**config.mk**
```make
export PLATFORM = sky130hd
export DESIGN_NAME = cache_line_fill_buffer_flat
export DESIGN_NICKNAME = d
export VERILOG_FILES = /design/src/rtl/cache_line_fill_buffer_pkg.sv /design/src/rtl/cache_line_fill_buffer_if.sv /design/src/rtl/cache_line_fill_buffer_counter.sv /design/src/rtl/cache_line_fill_buffer.sv /design/src/flat_wrapper.sv
export SDC_FILE = /design/constraint.sdc
export NUM_CORES = 1
export LEC_CHECK = 0
export CORE_MARGIN = 2
export CORE_UTILIZATION = 30
export CTS_BUF_LIST = sky130_fd_sc_hd__clkbuf_8
export CTS_CLUSTER_DIAMETER = 150
export DETAILED_ROUTE_END_ITERATION = 7
export PLACE_DENSITY = 0.56
export SYNTH_ARGS = -nofsm -noshare
export SYNTH_HDL_FRONTEND = slang
export SYNTH_HIERARCHICAL = 1
export SYNTH_SLANG_ARGS = --single-unit
export TNS_END_PERCENT = 1
```
**constraint.sdc**
```tcl
create_clock -name clk -period 6.35 [get_ports clk]
set_input_delay 1.27 -clock clk [delete_from_list [all_inputs] [get_ports clk]]
set_output_delay 1.27 -clock clk [all_outputs]
set_load 0.005 [all_outputs]
```
**src/rtl/cache_line_fill_buffer_pkg.sv**
```systemverilog
// Shared types and helpers for the cache line fill buffer.
package cachefill_pkg;

  typedef enum logic [1:0] {
    FILL_IDLE = 2'd0,
    FILL_BUSY = 2'd1,
    FILL_FULL = 2'd2
  } fillstate_t;

  // Width of a beat index for a line of linelen bits built from beatlen-bit beats.
  function automatic int calc_idxw(input int linelen, input int beatlen);
    return $clog2(linelen / beatlen);
  endfunction

endpackage

```
**src/rtl/cache_line_fill_buffer_if.sv**
```systemverilog
// Bus-side and line-side signals of the cache line fill buffer.
// Optional critical-word outputs exist only when CACHE_FILL_CRITWORD_EN is defined.
interface cache_line_fill_buffer_if
  import cachefill_pkg::*;
#(
  parameter int LINELEN = 512,
  parameter int BEATLEN = 64
);
  localparam int IDXW = calc_idxw(LINELEN, BEATLEN);

  logic               FillReq;
  logic [IDXW-1:0]    FillStartBeat;
  logic               BeatValid;
  logic [BEATLEN-1:0] BeatData;
  logic               BeatReady;
  logic               LineValid;
  logic [LINELEN-1:0] LineData;
  logic               LineAccept;
  logic               Busy;
  logic [IDXW-1:0]    FillIdx;
`ifdef CACHE_FILL_CRITWORD_EN
  logic               CritValid;
  logic [BEATLEN-1:0] CritData;
`endif

  // The fill buffer itself.
  modport slave (
    input  FillReq, FillStartBeat, BeatValid, BeatData, LineAccept,
    output BeatReady, LineValid, LineData, Busy, FillIdx
`ifdef CACHE_FILL_CRITWORD_EN
    , output CritValid, CritData
`endif
  );

  // The requester / bus / consumer side.
  modport master (
    output FillReq, FillStartBeat, BeatValid, BeatData, LineAccept,
    input  BeatReady, LineValid, LineData, Busy, FillIdx
`ifdef CACHE_FILL_CRITWORD_EN
    , input CritValid, CritData
`endif
  );

endinterface

```
**src/rtl/cache_line_fill_buffer_counter.sv**
```systemverilog
// Loadable wrapping beat index plus a terminal-count beat counter.
// The index picks the slot to write; the counter alone decides completion,
// so a fill that starts mid-line still ends after exactly BEATSPERLINE beats.
// o_first exists only when CACHE_FILL_CRITWORD_EN is defined.
module fill_beat_counter #(
  parameter int BEATSPERLINE = 8,
  parameter int IDXW         = 3
) (
  input  logic            clk,
  input  logic            reset_n,
  input  logic            i_load,
  input  logic [IDXW-1:0] i_start,
  input  logic            i_inc,
  output logic [IDXW-1:0] o_idx,
  output logic            o_last
`ifdef CACHE_FILL_CRITWORD_EN
  , output logic          o_first
`endif
);

  logic [IDXW-1:0] r_idx;
  logic [IDXW-1:0] r_cnt;

  // Index and count: load restarts both, each accepted beat advances both (power-of-2 wrap).
  always_ff @(posedge clk or negedge reset_n) begin
    if (!reset_n) begin
      r_idx <= {IDXW{1'b0}};
      r_cnt <= {IDXW{1'b0}};
    end else if (i_load) begin
      r_idx <= i_start;
      r_cnt <= {IDXW{1'b0}};
    end else if (i_inc) begin
      r_idx <= r_idx + IDXW'(1);
      r_cnt <= r_cnt + IDXW'(1);
    end else begin
      r_idx <= r_idx;
      r_cnt <= r_cnt;
    end
  end

  assign o_idx  = r_idx;
  assign o_last = (r_cnt == IDXW'(BEATSPERLINE - 1));
`ifdef CACHE_FILL_CRITWORD_EN
  assign o_first = (r_cnt == {IDXW{1'b0}});
`endif

endmodule

```
**src/rtl/cache_line_fill_buffer.sv**
```systemverilog
// Cache line fill buffer: assembles bus beats (critical-word-first, wrapping)
// into a full line and holds it until the consumer accepts it.
// Optional macro CACHE_FILL_CRITWORD_EN adds an early critical-word bypass.
module cache_line_fill_buffer
  import cachefill_pkg::*;
#(
  parameter int LINELEN = 512,
  parameter int BEATLEN = 64
) (
  input logic                     clk,
  input logic                     reset_n,
  cache_line_fill_buffer_if.slave bus
);

  localparam int BEATSPERLINE = LINELEN / BEATLEN;
  localparam int IDXW         = calc_idxw(LINELEN, BEATLEN);

  fillstate_t         r_state;
  fillstate_t         w_state_nxt;
  logic               w_load;
  logic               w_beat_acc;
  logic               w_last;
  logic [IDXW-1:0]    w_idx;
  logic               r_beat_ready;
  logic               r_line_valid;
  logic               r_busy;
  logic [LINELEN-1:0] r_line;
`ifdef CACHE_FILL_CRITWORD_EN
  logic               w_first;
`endif

  // r_beat_ready mirrors state==FILL_BUSY, so this is the accepting handshake.
  assign w_beat_acc = bus.BeatValid && r_beat_ready;

  fill_beat_counter #(
    .BEATSPERLINE (BEATSPERLINE),
    .IDXW         (IDXW)
  ) u_cnt (
    .clk     (clk),
    .reset_n (reset_n),
    .i_load  (w_load),
    .i_start (bus.FillStartBeat),
    .i_inc   (w_beat_acc),
    .o_idx   (w_idx),
    .o_last  (w_last)
`ifdef CACHE_FILL_CRITWORD_EN
    , .o_first (w_first)
`endif
  );

  // State register.
  always_ff @(posedge clk or negedge reset_n) begin
    if (!reset_n) begin
      r_state <= FILL_IDLE;
    end else begin
      r_state <= w_state_nxt;
    end
  end

  // Next state and counter load; FULL with accept+request restarts without an idle bubble.
  always_comb begin
    w_state_nxt = r_state;
    w_load      = 1'b0;
    case (r_state)
      FILL_IDLE: begin
        if (bus.FillReq) begin
          w_state_nxt = FILL_BUSY;
          w_load      = 1'b1;
        end else begin
          w_state_nxt = FILL_IDLE;
        end
      end
      FILL_BUSY: begin
        if (w_beat_acc && w_last) begin
          w_state_nxt = FILL_FULL;
        end else begin
          w_state_nxt = FILL_BUSY;
        end
      end
      FILL_FULL: begin
        if (bus.LineAccept) begin
          if (bus.FillReq) begin
            w_state_nxt = FILL_BUSY;
            w_load      = 1'b1;
          end else begin
            w_state_nxt = FILL_IDLE;
          end
        end else begin
          w_state_nxt = FILL_FULL;
        end
      end
      default: begin
        w_state_nxt = FILL_IDLE;
        w_load      = 1'b0;
      end
    endcase
  end

  // Registered status outputs decoded from the next state so they track r_state exactly.
  always_ff @(posedge clk or negedge reset_n) begin
    if (!reset_n) begin
      r_beat_ready <= 1'b0;
      r_line_valid <= 1'b0;
      r_busy       <= 1'b0;
    end else begin
      r_beat_ready <= (w_state_nxt == FILL_BUSY);
      r_line_valid <= (w_state_nxt == FILL_FULL);
      r_busy       <= (w_state_nxt != FILL_IDLE);
    end
  end

  // Line storage: only accepted beats write, so the line is stable while FULL.
  always_ff @(posedge clk or negedge reset_n) begin
    if (!reset_n) begin
      r_line <= {LINELEN{1'b0}};
    end else if (w_beat_acc) begin
      r_line[w_idx*BEATLEN +: BEATLEN] <= bus.BeatData;
    end else begin
      r_line <= r_line;
    end
  end

  assign bus.BeatReady = r_beat_ready;
  assign bus.LineValid = r_line_valid;
  assign bus.Busy      = r_busy;
  assign bus.LineData  = r_line;
  assign bus.FillIdx   = w_idx;

`ifdef CACHE_FILL_CRITWORD_EN
  // Critical word bypass: the first accepted beat of a fill, same cycle as its handshake.
  assign bus.CritValid = w_beat_acc && w_first;
  assign bus.CritData  = bus.BeatData;
`endif

endmodule

```
**src/flat_wrapper.sv**
```systemverilog
// flat-port wrapper written by rule: the top's interface ports become plain ports
module cache_line_fill_buffer_flat import cachefill_pkg::*;
#(
  parameter int LINELEN = 512,
  parameter int BEATLEN = 64
)
  (clk, reset_n, bus_FillReq, bus_FillStartBeat, bus_BeatValid, bus_BeatData, bus_LineAccept, bus_BeatReady, bus_LineValid, bus_LineData, bus_Busy, bus_FillIdx);
  cache_line_fill_buffer_if #(.LINELEN(LINELEN), .BEATLEN(BEATLEN)) bus_i ();
  input logic clk;
  input logic reset_n;
  input wire logic [$bits(bus_i.FillReq)-1:0] bus_FillReq;
  input wire logic [$bits(bus_i.FillStartBeat)-1:0] bus_FillStartBeat;
  input wire logic [$bits(bus_i.BeatValid)-1:0] bus_BeatValid;
  input wire logic [$bits(bus_i.BeatData)-1:0] bus_BeatData;
  input wire logic [$bits(bus_i.LineAccept)-1:0] bus_LineAccept;
  output wire logic [$bits(bus_i.BeatReady)-1:0] bus_BeatReady;
  output wire logic [$bits(bus_i.LineValid)-1:0] bus_LineValid;
  output wire logic [$bits(bus_i.LineData)-1:0] bus_LineData;
  output wire logic [$bits(bus_i.Busy)-1:0] bus_Busy;
  output wire logic [$bits(bus_i.FillIdx)-1:0] bus_FillIdx;
  assign bus_i.FillReq = bus_FillReq;
  assign bus_i.FillStartBeat = bus_FillStartBeat;
  assign bus_i.BeatValid = bus_BeatValid;
  assign bus_i.BeatData = bus_BeatData;
  assign bus_i.LineAccept = bus_LineAccept;
  assign bus_BeatReady = bus_i.BeatReady;
  assign bus_LineValid = bus_i.LineValid;
  assign bus_LineData = bus_i.LineData;
  assign bus_Busy = bus_i.Busy;
  assign bus_FillIdx = bus_i.FillIdx;
  cache_line_fill_buffer #(.LINELEN(LINELEN), .BEATLEN(BEATLEN)) u_core (.clk(clk), .reset_n(reset_n), .bus(bus_i));
endmodule
```
==> metrics.csv <==
stage;metric;value;unit
sta;rsz0062_at_grt;false;
setup_path;reg2reg_slack;2.50;ns
sta;tns;0;ns
die;core;72600;µm²
cts;tritoncts;built;
pwr;total_power;15.7;mW
yosys;yosys_warnings;6;
setup_path;required;5.08;ns
route;post_drt_via_cell_ratio;4.75;
die;row_count;99;
yosys;synth-xor-area-share;0.0800;%
setup_path;cpPeakStageDelay;0.76;ns
yosys;synth-seq-cells;523;
cts;htree_levels;3;
sta;finClkSkew;0.0253;ns
pwr;power_switching_share;36.1;%
sta;fin_crit_sh;64.4;%
yosys;yosys.area.top_type_share;59.8;%
sta;worstMarginPinSlew;1.35;ns
outcome;status;finished clean;
yosys;syn_inst;1846;
yosys;synth_top_family_by_area;multiplexers;
setup_path;crit_fanout;63;
yosys;synth.net_count;1924;
cells_and_area;fin_area;30800;µm²
yosys;postSynth.asyncResetShare;100;%
cts;clk_path_buf_depth;3;
die;die_y;274;µm
setup_path;crit_type;flop to output port;
yosys;yosys.area_share.simple;7.84;%
cells_and_area;nNetsFinal;2508;
sta;post-route-min-period;4.09;ns
pwr;internal_power;10.0;mW
global_routing;gr-usage-all-layers;20.9;%
pwr;power.share.clock;21.1;%
yosys;avgSynthCellArea;11.9;µm²
setup_path;cp_cell_sequence;buf_4 -> clkdlybuf4s50_1;
sta;worst_hold_slack;0.504;ns
cells_and_area;postLayoutCoreUtil;42.4;%
sta;hold_viol_final;0;
route;drt_first_pass_iters;5;
sta;setup_viol;0;
cts;post_cts_resized;0;
flow_run;maxCapViolations;0;
global_routing;antenna_found_initial;1;
cts;cts_sinks;523;
route;drt-initial-drc-count;957;
global_routing;grt_pass1_wl;117000;µm
cts;clock-root-buffer;clkbuf_8;
die;start_util;30.2;%
global_routing;grt_max_degree;141;
route;routed_wl;80100;µm
cts;clk_latency;0.67;ns
die;die_area;75200;µm²
place;placed_cell_area;28700;µm²
pwr;p_leak;13.9;nW
setup_path;cp.arrival;2.82;ns
sta;max_freq;244;MHz
yosys;ys.flop_type;dfrtp_1;
yosys;synthMuxAreaShare;19.7;%
die;die_width;274;µm
setup_path;cp-start-kind;flop;
yosys;synth_compound_area_share;6.63;%
route;route.detailed.drc;0;
worst_hold_path;hp-class;flop to flop;
cells_and_area;fillers;7001;
place;io_buffers;589;
route;vias;16500;
yosys;seq_area_frac_synth;59.8;%
pwr;ir_drop;0.374;mV
yosys;synth.most_common_cell;dfrtp_1;
cts;numCtsBuffers;95;
pwr;power_frac_comb;44.3;%
die;ios;590;
cts;clk_pin_slew;0.06;ns
pwr;p_seq_share;34.6;%
sta;maxSlewViolCount;0;
yosys;yosys-top-cells-count;dfrtp_1, nand2_1, mux2_2, inv_1, mux2i_1;
yosys;synth_area_leader_cell;dfrtp_1;
cts;cts_hold_buffers;0;
global_routing;grt_pass1_vias;17300;
cts;postCtsSetupRepairBufs;0;
route;wire_per_inst;23.1;µm
yosys;synth_area_leaders;dfrtp_1, mux2_2, mux2i_1;
global_routing;grt_overflow;0;
yosys;synth_edf_count;0;
cells_and_area;drive_gt1_share;16.6;%
place;place.gp.congestion;0.785;
pwr;net-switching-power;5.68;mW
yosys;synth_fa_ha_area_share;0.343;%
route;ant_nets;0;
sta;slew_headroom;10.0;%
place;dp_hpwl;54500;µm
setup_path;end_kind;output port;
yosys;syn_area;21900;µm²
setup_path;slowest_stage;buf_4;
pwr;p_per_area;511;nW/µm²
yosys;synthDistinctLibCells;36;
cells_and_area;syn2layout_area_growth;40.6;%
## cells in the final DEF (no fill, tap or decap), types with 19 or more instances in the layout
| master | instances |
|---|---|
| nand2_1 | 249 |
| and2_1 | 65 |
| buf_4 | 19 |
| mux2_4 | 21 |
| o31ai_1 | 72 |
| o21ai_0 | 166 |
| clkdlybuf4s50_1 | 588 |
| clkbuf_8 | 127 |
| mux2i_1 | 170 |
| and3_1 | 25 |
| dfrtp_1 | 522 |
| mux2_2 | 203 |
| inv_1 | 203 |
## cells by family after synthesis
group | Yosys count
compound gates | 250
xor+xnor | 2
fa+ha+maj | 6
buf+inv | 299
flops | 523
mux | 394
simple gates | 372
## registers in the layout, summed over array words and instances (netlist names)
name,flops
u_core/bus.BeatReady,1
u_core/bus.Busy,1
u_core/bus.LineData,512
u_core/bus.LineValid,1
u_core/r_state,2
u_core/u_cnt/o_idx,3
u_core/u_cnt/r_cnt,3
## critical path, delay by kind of cell, from the launching register on
family,cells,cell delay [ns]
buf+inv,2,1.41
flops,1,0.72
## power groups by stage
stage	registers [mW]	clock network, mW	logic, mW
after floorplan	5.44	0	2.75
after CTS	5.45	3.42	7.06
after global placement	5.43	0	6.92
final	5.43	3.32	6.97
after global routing	5.61	3.58	7.49
after detailed placement	5.48	0	7.04
## layer usage
layer / track usage [%] / vias up / wire length [µm]
met5: 0 / - / 0
met4: 9.08 / 0 / 3230
met3: 6.45 / 140 / 6320
met2: 34.3 / 605 / 38300
met1: 25.3 / 8380 / 32300
li1: - / 7352 / -
## stage by stage
stage               cells  setup WS (ns)
floorplan            1846           3.13
global placement     3291           2.31
detailed placement   3291           2.27
CTS                  3465           2.10
global route         3467           2.05
finish               3469           2.26
## cell type report
type | count | area, µm² | area share (%)
flip-flops and latches | 523 | 13100 | 42.5
multi-input cells | 1024 | 7660 | 24.9
repair buffers | 614 | 6150 | 20.0
clock buffers | 127 | 1750 | 5.68
well taps | 959 | 1200 | 3.90
inverters | 172 | 646 | 2.10
clock inverters | 47 | 270 | 0.878
diodes | 3 | 7.51 | 0.0244
## final timing paths
path,start,to,cells after the start
max,u_core/u_cnt/o_idx[0],bus_FillIdx[0],2
min,u_core/bus.LineData[119],u_core/bus.LineData[119],1
max reg2reg,u_core/u_cnt/o_idx[0],u_core/bus.LineData[432],7
min reg2reg,u_core/bus.LineData[119],u_core/bus.LineData[119],1
max in group asynchronous,reset_n,u_core/bus.LineData[171],2
min in group asynchronous,reset_n,u_core/bus.LineData[181],1
Power figures use the tool's default switching activity.
